===== config.mk =====
export PLATFORM = sky130hd
export DESIGN_NAME = conv_seq_ctrl
export DESIGN_NICKNAME = d
export VERILOG_FILES = /design/src/rtl/conv_seq_ctrl.sv
export SDC_FILE = /design/constraint.sdc
export NUM_CORES = 1
export LEC_CHECK = 0
export BUFFER_PORTS_ARGS = -buffer_cell sky130_fd_sc_hd__clkbuf_2
export CAP_MARGIN = 20
export CORE_ASPECT_RATIO = 1.1
export CORE_MARGIN = 4
export CORE_UTILIZATION = 35
export CTS_CLUSTER_SIZE = 20
export DETAILED_ROUTE_END_ITERATION = 10
export PLACE_DENSITY = 0.72
export SYNTH_ARGS = -nofsm -noshare
export SYNTH_HDL_FRONTEND = slang
export SYNTH_SLANG_ARGS = --single-unit

===== constraint.sdc =====
create_clock -name clk -period 3.7 [get_ports clk]
set_input_delay 0.74 -clock clk [delete_from_list [all_inputs] [get_ports clk]]
set_output_delay 0.74 -clock clk [all_outputs]
set_load 0.01 [all_outputs]

===== src/rtl/conv_seq_ctrl.sv =====
// rtl/conv_seq_ctrl.sv - sequencer feeding one 3x3 convolution unit and collecting its results
module conv_seq_ctrl #(
   parameter int IMG_W   = 14,
   parameter int K       = 3,
   parameter int DATA_W  = 16,
   parameter int ACC_W   = 36,
   parameter int TIMEOUT = 64
) (
   input  logic              clk,
   input  logic              rst_n,
   input  logic              start,
   output logic              busy,
   output logic              done,
   output logic              err,
   output logic              ifm_rd_en,
   output logic [7:0]        ifm_rd_addr,
   input  logic [DATA_W-1:0] ifm_rd_data,
   output logic              wgt_rd_en,
   output logic [3:0]        wgt_rd_addr,
   input  logic [DATA_W-1:0] wgt_rd_data,
   output logic              conv_in_valid,
   output logic [DATA_W-1:0] conv_ifm,
   output logic [DATA_W-1:0] conv_weight,
   input  logic              conv_out_valid,
   input  logic [ACC_W-1:0]  conv_out,
   output logic              ofm_wr_en,
   output logic [7:0]        ofm_wr_addr,
   output logic [ACC_W-1:0]  ofm_wr_data
);

   localparam int NPIX = IMG_W * IMG_W;
   localparam int NW   = K * K;
   localparam int NOUT = (IMG_W - K + 1) * (IMG_W - K + 1);
   localparam int RW   = $clog2(NPIX + 1);
   localparam int OW   = $clog2(NOUT + 1);
   localparam int TW   = $clog2(TIMEOUT + 1);

   typedef enum logic [2:0] {S_IDLE, S_FEED, S_FLUSH, S_DRAIN, S_DONE} state_t;

   state_t        state, state_nxt;
   logic [RW-1:0] rd_cnt;
   logic [OW-1:0] out_cnt;
   logic [TW-1:0] idle_cnt;
   logic          in_vld_q, wgt_vld_q;
   logic          capture, accept, spurious, start_ok, timeout_hit;

   always_comb begin
      state_nxt   = state;
      start_ok    = 1'b0;
      timeout_hit = 1'b0;
      capture     = (state == S_FEED) || (state == S_FLUSH) || (state == S_DRAIN);
      // A result arriving outside capture, or beyond the last OFM slot, is dropped and flagged
      accept      = capture && conv_out_valid && (out_cnt != OW'(NOUT));
      spurious    = conv_out_valid && !accept;
      case (state)
         S_IDLE: begin
            if (start) begin
               start_ok  = 1'b1;
               state_nxt = S_FEED;
            end
         end
         S_FEED: begin
            if (rd_cnt == RW'(NPIX - 1)) state_nxt = S_FLUSH;
         end
         S_FLUSH: state_nxt = S_DRAIN;
         S_DRAIN: begin
            if ((out_cnt == OW'(NOUT)) || (accept && (out_cnt == OW'(NOUT - 1)))) begin
               state_nxt = S_DONE;
            end else if (!conv_out_valid && (idle_cnt == TW'(TIMEOUT - 1))) begin
               timeout_hit = 1'b1;
               state_nxt   = S_DONE;
            end
         end
         S_DONE:  state_nxt = S_IDLE;
         default: state_nxt = S_IDLE;
      endcase
   end

   assign busy        = capture;
   assign done        = (state == S_DONE);
   assign ifm_rd_en   = (state == S_FEED);
   assign wgt_rd_en   = (state == S_FEED) && (rd_cnt < RW'(NW));
   assign ifm_rd_addr = ifm_rd_en ? 8'(rd_cnt) : 8'd0;
   assign wgt_rd_addr = wgt_rd_en ? 4'(rd_cnt) : 4'd0;

   assign conv_in_valid = in_vld_q;
   assign conv_ifm      = in_vld_q  ? ifm_rd_data : '0;
   assign conv_weight   = wgt_vld_q ? wgt_rd_data : '0;

   always_ff @(posedge clk or negedge rst_n) begin
      if (!rst_n) begin
         state       <= S_IDLE;
         rd_cnt      <= '0;
         out_cnt     <= '0;
         idle_cnt    <= '0;
         in_vld_q    <= 1'b0;
         wgt_vld_q   <= 1'b0;
         err         <= 1'b0;
         ofm_wr_en   <= 1'b0;
         ofm_wr_addr <= '0;
         ofm_wr_data <= '0;
      end else begin
         state     <= state_nxt;
         in_vld_q  <= ifm_rd_en;
         wgt_vld_q <= wgt_rd_en;
         if (start_ok) begin
            rd_cnt  <= '0;
            out_cnt <= '0;
         end else begin
            if (ifm_rd_en) rd_cnt  <= rd_cnt + RW'(1);
            if (accept)    out_cnt <= out_cnt + OW'(1);
         end
         if ((state != S_DRAIN) || conv_out_valid) idle_cnt <= '0;
         else                                      idle_cnt <= idle_cnt + TW'(1);
         ofm_wr_en   <= accept;
         ofm_wr_addr <= accept ? 8'(out_cnt) : 8'd0;
         ofm_wr_data <= accept ? conv_out : '0;
         if (spurious || timeout_hit) err <= 1'b1;
         else if (start_ok)           err <= 1'b0;
      end
   end

endmodule


After elaboration in Yosys (flattened, before gate mapping)
Index checks and enable logic that the tools add are counted.

cells by class
  mux-type cells = 23
  $lt $le $gt $ge = 1
  reductions and logical operators = 18
  add/sub/neg operators = 3
  eq/ne operators = 13

operators with widths
  cell                                                                           count
  8-bit 2-to-1 mux                                                               6
  36-bit 2-to-1 mux                                                              1
  16-bit 2-to-1 mux                                                              2
  8-bit == test (second input constant)                                          3
  8-bit by 1-bit adder with 8-bit output (second input constant)                 2
  3-bit 2-to-1 mux                                                               4
  3-bit case mux with 4 select lines                                             1
  8-bit by 4-bit less-than comparator with 1-bit output (second input constant)  1
  8-bit inequality test (second input constant)                                  1
  7-bit by 1-bit adder with 7-bit output (second input constant)                 1
  7-bit by 6-bit == test with 1-bit output (second input constant)               1
  1-bit 2-to-1 mux                                                               7
  7-bit 2-to-1 mux                                                               1
  3-bit by 2-bit == test with 1-bit output (second input constant)               2
  1-bit logical AND                                                              6
  2-bit nonzero test                                                             3
  1-bit logical OR                                                               5
  4-bit 2-to-1 mux                                                               1
  3-bit by 1-bit == test with 1-bit output (second input constant)               1
  3-bit == test (second input constant)                                          1
  3-bit logical NOT                                                              1
  3-bit by 1-bit inequality test with 1-bit output (second input constant)       1
  3-bit by 2-bit inequality test with 1-bit output (second input constant)       1
  3-bit AND reduction                                                            1
  3 further kinds                                                                4

word-level totals
  register bits after elaboration = 74
  output and inout bits = 95
  bits of input ports = 72

Logic depth before layout (Yosys ltp)
Gate-level depths: netlist of the first run.

  word-level depth = 11
  mapped depth = 8

Least setup slack after synthesis of the first run
Ideal clock, no wire load.

  path kind = register -> output
  start = register state[1]
  end = output wgt_rd_addr[0]
  path buffers = 1
  data required time = 2.960 ns
  arrival = 1.396 ns
  path slack = 1.564 ns
  cell stages (with the launch flop) = 5
  path through = dfrtp_1 > buf_2 > nor3b_2 > and4_1 > and2_1

between the ends
  cells in the longest elaborated chain, start to end = 3

ends and longest elaborated chain
  item                                      line  RTL
  from (decl)                               40    state_t state, state_nxt;
  from (signal assigned)                    103   state <= state_nxt;
  3-bit by 1-bit == test with 1-bit output  82    assign wgt_rd_en = (state == S_FEED) && (rd_cnt < RW'(NW));
  1-bit logical AND                         82
  via wgt_rd_en                             18    output logic wgt_rd_en,
  4-bit 2-to-1 mux                          84    assign wgt_rd_addr = wgt_rd_en ? 4'(rd_cnt) : 4'd0;
  to (decl)                                 19    output logic [3:0] wgt_rd_addr,

The timed path passes the listed nets, and every way through them passes these cells.

Worst setup path after layout of the first run
  start = register state[0]
  end = output wgt_rd_addr[3]

between the ends
  cells in the longest elaborated chain, start to end = 3

ends and longest elaborated chain
  item                                      line
  3-bit by 1-bit == test with 1-bit output  82
  1-bit logical AND                         82
  4-bit 2-to-1 mux                          84

No other way between the ends.

==> results of run 1 <==
routing by layer:
metal | part of all wire (%) | vias up | wire (um) | GRT usage, %
met2 | 52 | 126 | 4206 | 27.04
li1 | - | 1280 | - | -
met1 | 36 | 1256 | 2949 | 15.61
met5 | 0 | - | 0 | 0
met3 | 10 | 9 | 816 | 4.124
met4 | 1.3 | 0 | 107 | 5.197
cell usage in the layout (no fill, tap or decap), types with 2 or more instances in the layout:
master,instances
bufinv_16,3
xnor2_1,4
buf_4,2
nor2b_1,3
inv_1,7
and3_1,8
o31ai_1,4
clkinvlp_4,2
nand4_1,6
clkbuf_2,165
o21ai_0,5
o211ai_1,3
ha_1,5
clkbuf_8,10
a41oi_1,2
mux2i_1,3
nand2_1,10
a21oi_1,4
dfrtp_1,74
nand3_1,7
nor2_1,26
xor2_1,7
and4_1,2
and2_1,83
logic make-up after synthesis:
family,after synthesis
muxes,3
and+or+nand+nor,156
DFF,74
adders and majority gates,5
AOI/OAI and AO/OA,21
xor gates and xnor gates,12
buffers and inverters,24
layout make-up:
type                    instances  area share (%)
multi-input cells             197           29.12
inverters                       8          0.7393
flip-flops and latches         74           42.08
clock inverters                 6           2.587
repair buffers                167           19.11
well taps                     114           3.241
clock buffers                  10           3.128
through the flow:
stage | worst slack [ns] | cells
floorplan | 1.564 | 295
global placement | 1.431 | 560
detailed placement | 1.381 | 560
CTS | 1.006 | 576
global route | 0.9214 | 576
finish | 1.051 | 576
critical path, cell delays in order (launching register included):
cell and delay (ns):
dfrtp_1 0.49, nor3b_2 0.21, buf_4 0.22, and4_1 0.35, and2_1 0.17, clkbuf_2 0.13
registers in the layout, summed over array words and instances (netlist names):
register       cells
conv_in_valid      1
err                1
idle_cnt           7
ofm_wr_addr        8
ofm_wr_data       36
ofm_wr_en          1
out_cnt            8
rd_cnt             8
state              3
wgt_vld_q          1
worst min path at each step:
stage / startpoint / end / slack [ns]
after floorplan: rst_n / conv_in_valid / 0.44
after global placement: idle_cnt[0] / idle_cnt[0] / 0.47
after detailed placement: out_cnt[7] / out_cnt[7] / 0.49
after CTS: out_cnt[7] / out_cnt[7] / 0.50
after global routing: idle_cnt[0] / idle_cnt[0] / 0.52
final: out_cnt[7] / out_cnt[7] / 0.49
where the power goes:
group | switching [mW] | leakage, nW | total, mW | internal [mW]
sequential | 0.148 | 0.986 | 1.12 | 0.967
clock | 0.301 | 0.119 | 0.768 | 0.467
combinational | 0.586 | 1.26 | 1.04 | 0.455
==> impl_results.md, run 1 <==
* Post-CTS setup repair buffer count at 0
* I/O pin cnt at 167
* Pwr dens at 664.8 nW/um^2
* Clock skew at 0.009437 ns
* Post-Route Utilization at 48.85%
* Synth Area in Compound Gates at 4.893%
* Critical Path Fanout Max at 18
* Cell taking the most area after synthesis: dfrtp_1
* Req. time, crit path at 2.96 ns
* CTS Buf Count at 9
* Adder-cell share of the synthesized area at 1.911%
* Largest family of logic cells by synthesized area: simple AND/OR/NAND/NOR gates
* Top FF cell, synth: dfrtp_1
* Sink Count at 74
* Tightest Hold Check Type: reg -> reg
* Worst hold slack at 0.4907 ns
* RR Endpoint: out_cnt[2]
* Placed instance area at 4149 um^2
* Worst Setup End Kind: output pin
* Post-cts resize count at 0
* Status: finished, final reports clean
* Initial antenna violation count at 0
* Startpoint Class: flip-flop
* Post-synthesis cell area at 3273 um^2
* Tmin final at 2.649 ns
* RSZ-0062 raised after global routing: false
* Die Span Y at 109.4 um
* Clock Latency Late Sink at 0.34 ns
* Vias per std cell at 4.637
* Number of cells on the worst hold path at 1
* Top post-synthesis cells by count: 83 x and2_1, 74 x dfrtp_1, 26 x nor2_1
* Simple-Gate Fraction of Synth Area at 27.98%
* Final Cycle Share at 71.59%
* # setup viols final at 0
* H-tree levels at 3
* Tot GR Track Use at 14.52%
* DRC at 0
* Fmax at 377.5 MHz
* VDD IR max at 0.0002916 V
* Die area at 10,960 um^2
* GPL Wtd Cong at 0.7638
* Via count at 2,671
* Worst R2R Path Depth at 5
* Pins Over Slew Limit at 0
* Mux cell area share after synthesis at 0.9174%
* Post-Route Setup TNS at 0 ns
* Cell variety after synth at 38
* Setup crit start: state[0]
* Power Total at 2.925 mW
* Routed wire length at 8080 um
* FF-to-FF setup slack at 1.82 ns
* Detail Route Antenna Nets at 0
* Post-synthesis xor/xnor area fraction at 3.440%
* Core area at 9009 um^2
* Fill cells at 863
* Hold Violations, Final at 0
* Dpl hpwl at 6182 um
* Last element of the critical path: wgt_rd_addr[3]
* Clock-pin slew on the worst setup and hold paths at 0.07 ns
* CTS Buffer Depth at 2
* Synth Register Bits at 74
* Register area at 1852 um^2
* Post-synth net total at 372
* Post-synthesis sequential area ratio at 56.57%
* Asr flop ratio synth at 100.0%
* Final nets at 534
* Largest cells by area after synthesis: dfrtp_1 57%, and2_1 16%, nor2_1 3.0%
* Largest net degree at the start of global routing at 75
* TritonCTS clock tree: yes
* Initial drt markers at 74
* Yosys top cell area share at 56.57%
* Yosys warnings at 0
* First-pass GRT wire length at 12,410 um
* Worst Tran Pin Value at 0.9549 ns
* Multi-input gate area at 1281 um^2
* Syn avg cell area at 11.10 um^2
* Initial Util at 36.33%
* IO buf count at 166
* Avg WL per Cell at 14.03 um
* Worst slew margin at 36.17%
* GR Overflow Total at 0
* Max-cap viol count at 0
* Die width at 100.2 um
* CTS Root Cell: clkbuf_8
* Cells after Synth at 295
* Most frequent cell after synthesis: and2_1
* Crit path kind: reg -> out
* Finished Cell Area at 4400 um^2
* Hold buffer count at CTS at 0
* EDFF count, synth at 0
* Pre-antenna DRT Iters at 4
* FP Rows at 36
* Vias in the first global route at 2,556
* N_diodes at 0
* Pleak at 2.369 nW
* Critical path data arrival time at 1.91 ns
* Reg2reg start: out_cnt[5]
* Area grow syn2layout at 34.44%
* Layout cell share with drive strength beyond 1 at 41.34%
No activity file was read; power rests on OpenSTA's default activity.
==> run 2: changes to the inputs <==
--- a/config.mk
+++ b/config.mk
@@ -12,7 +12,7 @@
 export CORE_UTILIZATION = 35
 export CTS_CLUSTER_SIZE = 20
 export DETAILED_ROUTE_END_ITERATION = 10
-export PLACE_DENSITY = 0.72
+export PLACE_DENSITY = 0.75
 export SYNTH_ARGS = -nofsm -noshare
 export SYNTH_HDL_FRONTEND = slang
 export SYNTH_SLANG_ARGS = --single-unit
==> constraint.sdc (replaced) <==
create_clock -name clk -period 2.2 [get_ports clk]
set_input_delay 0.44 -clock clk [delete_from_list [all_inputs] [get_ports clk]]
set_output_delay 0.44 -clock clk [all_outputs]
set_load 0.01 [all_outputs]
==> run 2 against run 1 <==
Against the previous run: clock skew is 0.0022 ns lower; final area is 0.74% higher; critical path depth is 2 higher; final cell count is 0.87% higher; sequential power is 67% higher; sequential cell count stayed put; sequential share of layout area is 0.28 points lower; first-iteration DRC count is 46% higher; register-to-register slack worse by 1.4 ns; worst setup slack worse by 0.90 ns; total power is 68% higher; critical endpoint unchanged.
==> impl_results.md, run 2 (same netlist as run 1, synthesis figures left out) <==
* Status: finished, final reports clean (unchanged)
* Pleak at 2.395 nW (was 2.369 nW)
* Critical Path Fanout Max at 5 (was 18)
* DRC at 0 (unchanged)
* Most common cell after layout, fill and taps aside: clkbuf_2 (unchanged)
* N_diodes at 0 (unchanged)
* Core area at 9009 um^2 (unchanged)
* Crit path kind: reg -> out (unchanged)
* Worst hold slack at 0.02610 ns (was 0.4907 ns)
* Vias in the first global route at 2,674 (was 2,556)
* Tot GR Track Use at 15.24% (was 14.52%)
* CTS Root Cell: clkbuf_8 (unchanged)
* Max-cap viol count at 0 (unchanged)
* Avg WL per Cell at 14.55 um (was 14.03 um)
* Slowest stage cell on the critical path: dfrtp_1 (unchanged)
* Routed wire length at 8453 um (was 8080 um)
* Sink Count at 74 (unchanged)
* Clock skew at 0.007226 ns (was 0.009437 ns)
* Worst slew margin at 72.13% (was 36.17%)
* Initial antenna violation count at 0 (unchanged)
* Top delay family on crit path: simple AND/OR/NAND/NOR gates (unchanged)
* FP Rows at 36 (unchanged)
* Critical path's most frequent cell: inv_1
* Largest net degree at the start of global routing at 46 (was 75)
* Slowest stage delay, CP at 0.38 ns (was 0.49 ns)
* Tightest Hold Check Type: in -> async (was reg -> reg)
* VDD IR max at 0.0005330 V (was 0.0002916 V)
* GPL Wtd Cong at 0.7888 (was 0.7638)
* Critical path data arrival time at 1.61 ns (was 1.91 ns)
* Final nets at 539 (was 534)
* Pre-antenna DRT Iters at 4 (unchanged)
* Layout cell share with drive strength beyond 1 at 42.61% (was 41.34%)
* Dpl hpwl at 6714 um (was 6182 um)
* Worst Tran Pin Value at 0.4180 ns (was 0.9549 ns)
* CTS Buf Count at 9 (unchanged)
* Req. time, crit path at 1.76 ns (was 2.96 ns)
* Most frequent cells in the layout: 165 x clkbuf_2, 82 x and2_1, 73 x dfrtp_1, 26 x nor2_1 (was 165 x clkbuf_2, 83 x and2_1, 74 x dfrtp_1, 26 x nor2_1)
* Clock-pin slew on the worst setup and hold paths at 0.08 ns (was 0.07 ns)
* Hold Violations, Final at 0 (unchanged)
* Die area at 10,960 um^2 (unchanged)
* Initial drt markers at 108 (was 74)
* Clock Latency Late Sink at 0.33 ns (was 0.34 ns)
* Area grow syn2layout at 35.44% (was 34.44%)
* Detail Route Antenna Nets at 0 (unchanged)
* Tmin final at 2.051 ns
* First-pass GRT wire length at 12,900 um (was 12,410 um)
* CTS Buffer Depth at 2 (unchanged)
* # setup viols final at 0 (unchanged)
* Die Span Y at 109.4 um (unchanged)
* Via count at 2,712 (was 2,671)
* Fmax at 487.7 MHz
* GR Overflow Total at 0 (unchanged)
* Largest reg by FF count: ofm_wr_data (unchanged)
* Post-Route Utilization at 49.21% (was 48.85%)
* Pwr dens at 1107 nW/um^2 (was 664.8 nW/um^2)
* Critical path cell sequence: inv_1, ha_1, inv_1, o21ai_1, and4_4, and2_4, clkbuf_2 (was nor3b_2, buf_4, and4_1, and2_1, clkbuf_2)
* Initial Util at 36.33% (unchanged)
* Die width at 100.2 um (unchanged)
* Number of flip-flops in the largest register at 36 (unchanged)
* Worst Setup End Kind: output pin (unchanged)
* I/O pin cnt at 167 (unchanged)
* Startpoint Class: flip-flop (unchanged)
* Pins Over Slew Limit at 0 (unchanged)
* H-tree levels at 3 (unchanged)
* IO buf count at 166 (unchanged)
* Vias per std cell at 4.668 (was 4.637)
* TritonCTS clock tree: yes (unchanged)
* Bufs and invs on worst path at 3 (was 2)
* Final Cycle Share at 93.21%
-- run 2: changes by cell type in the layout (fill, tap and decap cells not counted), sizes merged --
cell,before,now
buf,2,7
clkinv,1,3
bufinv,3,2
clkinvlp,2,1
-- run 2: through the flow --
step                cells  setup slack (ns)  instance area, um^2  setup TNS, ns  power, mW
detailed placement    562            0.2754                 4177              0      3.734
floorplan             295            0.3643                 3273              0      3.001
CTS                   580          0.006027                 4422              0      4.959
finish                581            0.1493                 4433              0      4.909
global placement      562            0.3492                 4177              0      3.667
global route          581       -0.00004596                 4433    -0.00004596      5.260
-- run 2: per-layer routing --
layer | global-route usage (%) | share of wire (%)
met2 | 29.02 | 54
met5 | 0 | 0
met1 | 15.89 | 34
met3 | 4.759 | 10
met4 | 4.620 | 1.1
-- run 2: cell type report --
type | count | area [um^2]
tap | 114 | 142.6
timing repair buffer | 172 | 890.9
multi-input combinational | 197 | 1286
inverter | 8 | 32.53
clock buffer | 10 | 137.6
fill | 861 | 4576
sequential | 74 | 1853
clock inverter | 6 | 90.09
-- run 2: worst register-to-register path, delay by kind of cell (launching register included) --
family,cells,cell delay [ns]
AND/OR/NAND/NOR,2,0.57
AO/OA/AOI/OAI,1,0.36
flip-flops,1,0.43
buffers and inverters,1,0.21
multiplexers,1,0.17
-- run 2: power breakdown --
part	switching (mW)	total (mW)	internal, mW
clock	0.487	1.16	0.671
sequential	0.245	1.87	1.63
combinational	1.04	1.88	0.842
total	1.77	4.91	3.14
-- run 2: worst paths after layout --
kind,startpoint,end,slack (ns),cells after the start
hold / removal,rst_n,ofm_wr_addr[4],0.03,1
setup / recovery,rd_cnt[1],wgt_rd_addr[3],0.15,7
hold reg to reg,idle_cnt[0],idle_cnt[0],0.50,1
setup reg to reg,out_cnt[5],out_cnt[2],0.38,5
min in group clk,conv_out[10],ofm_wr_data[10],0.30,2
max in group asynchronous,rst_n,out_cnt[1],1.61,2
-- run 2: repair_timing --
item / 4_1_cts / 5_1_grt
gates resized for setup: 2 / 3
endpoints found under the setup margin: 4 / 5
pin swaps: 0 / 1
hold buffers: 0 / 0
buffers inserted: 2 / 1
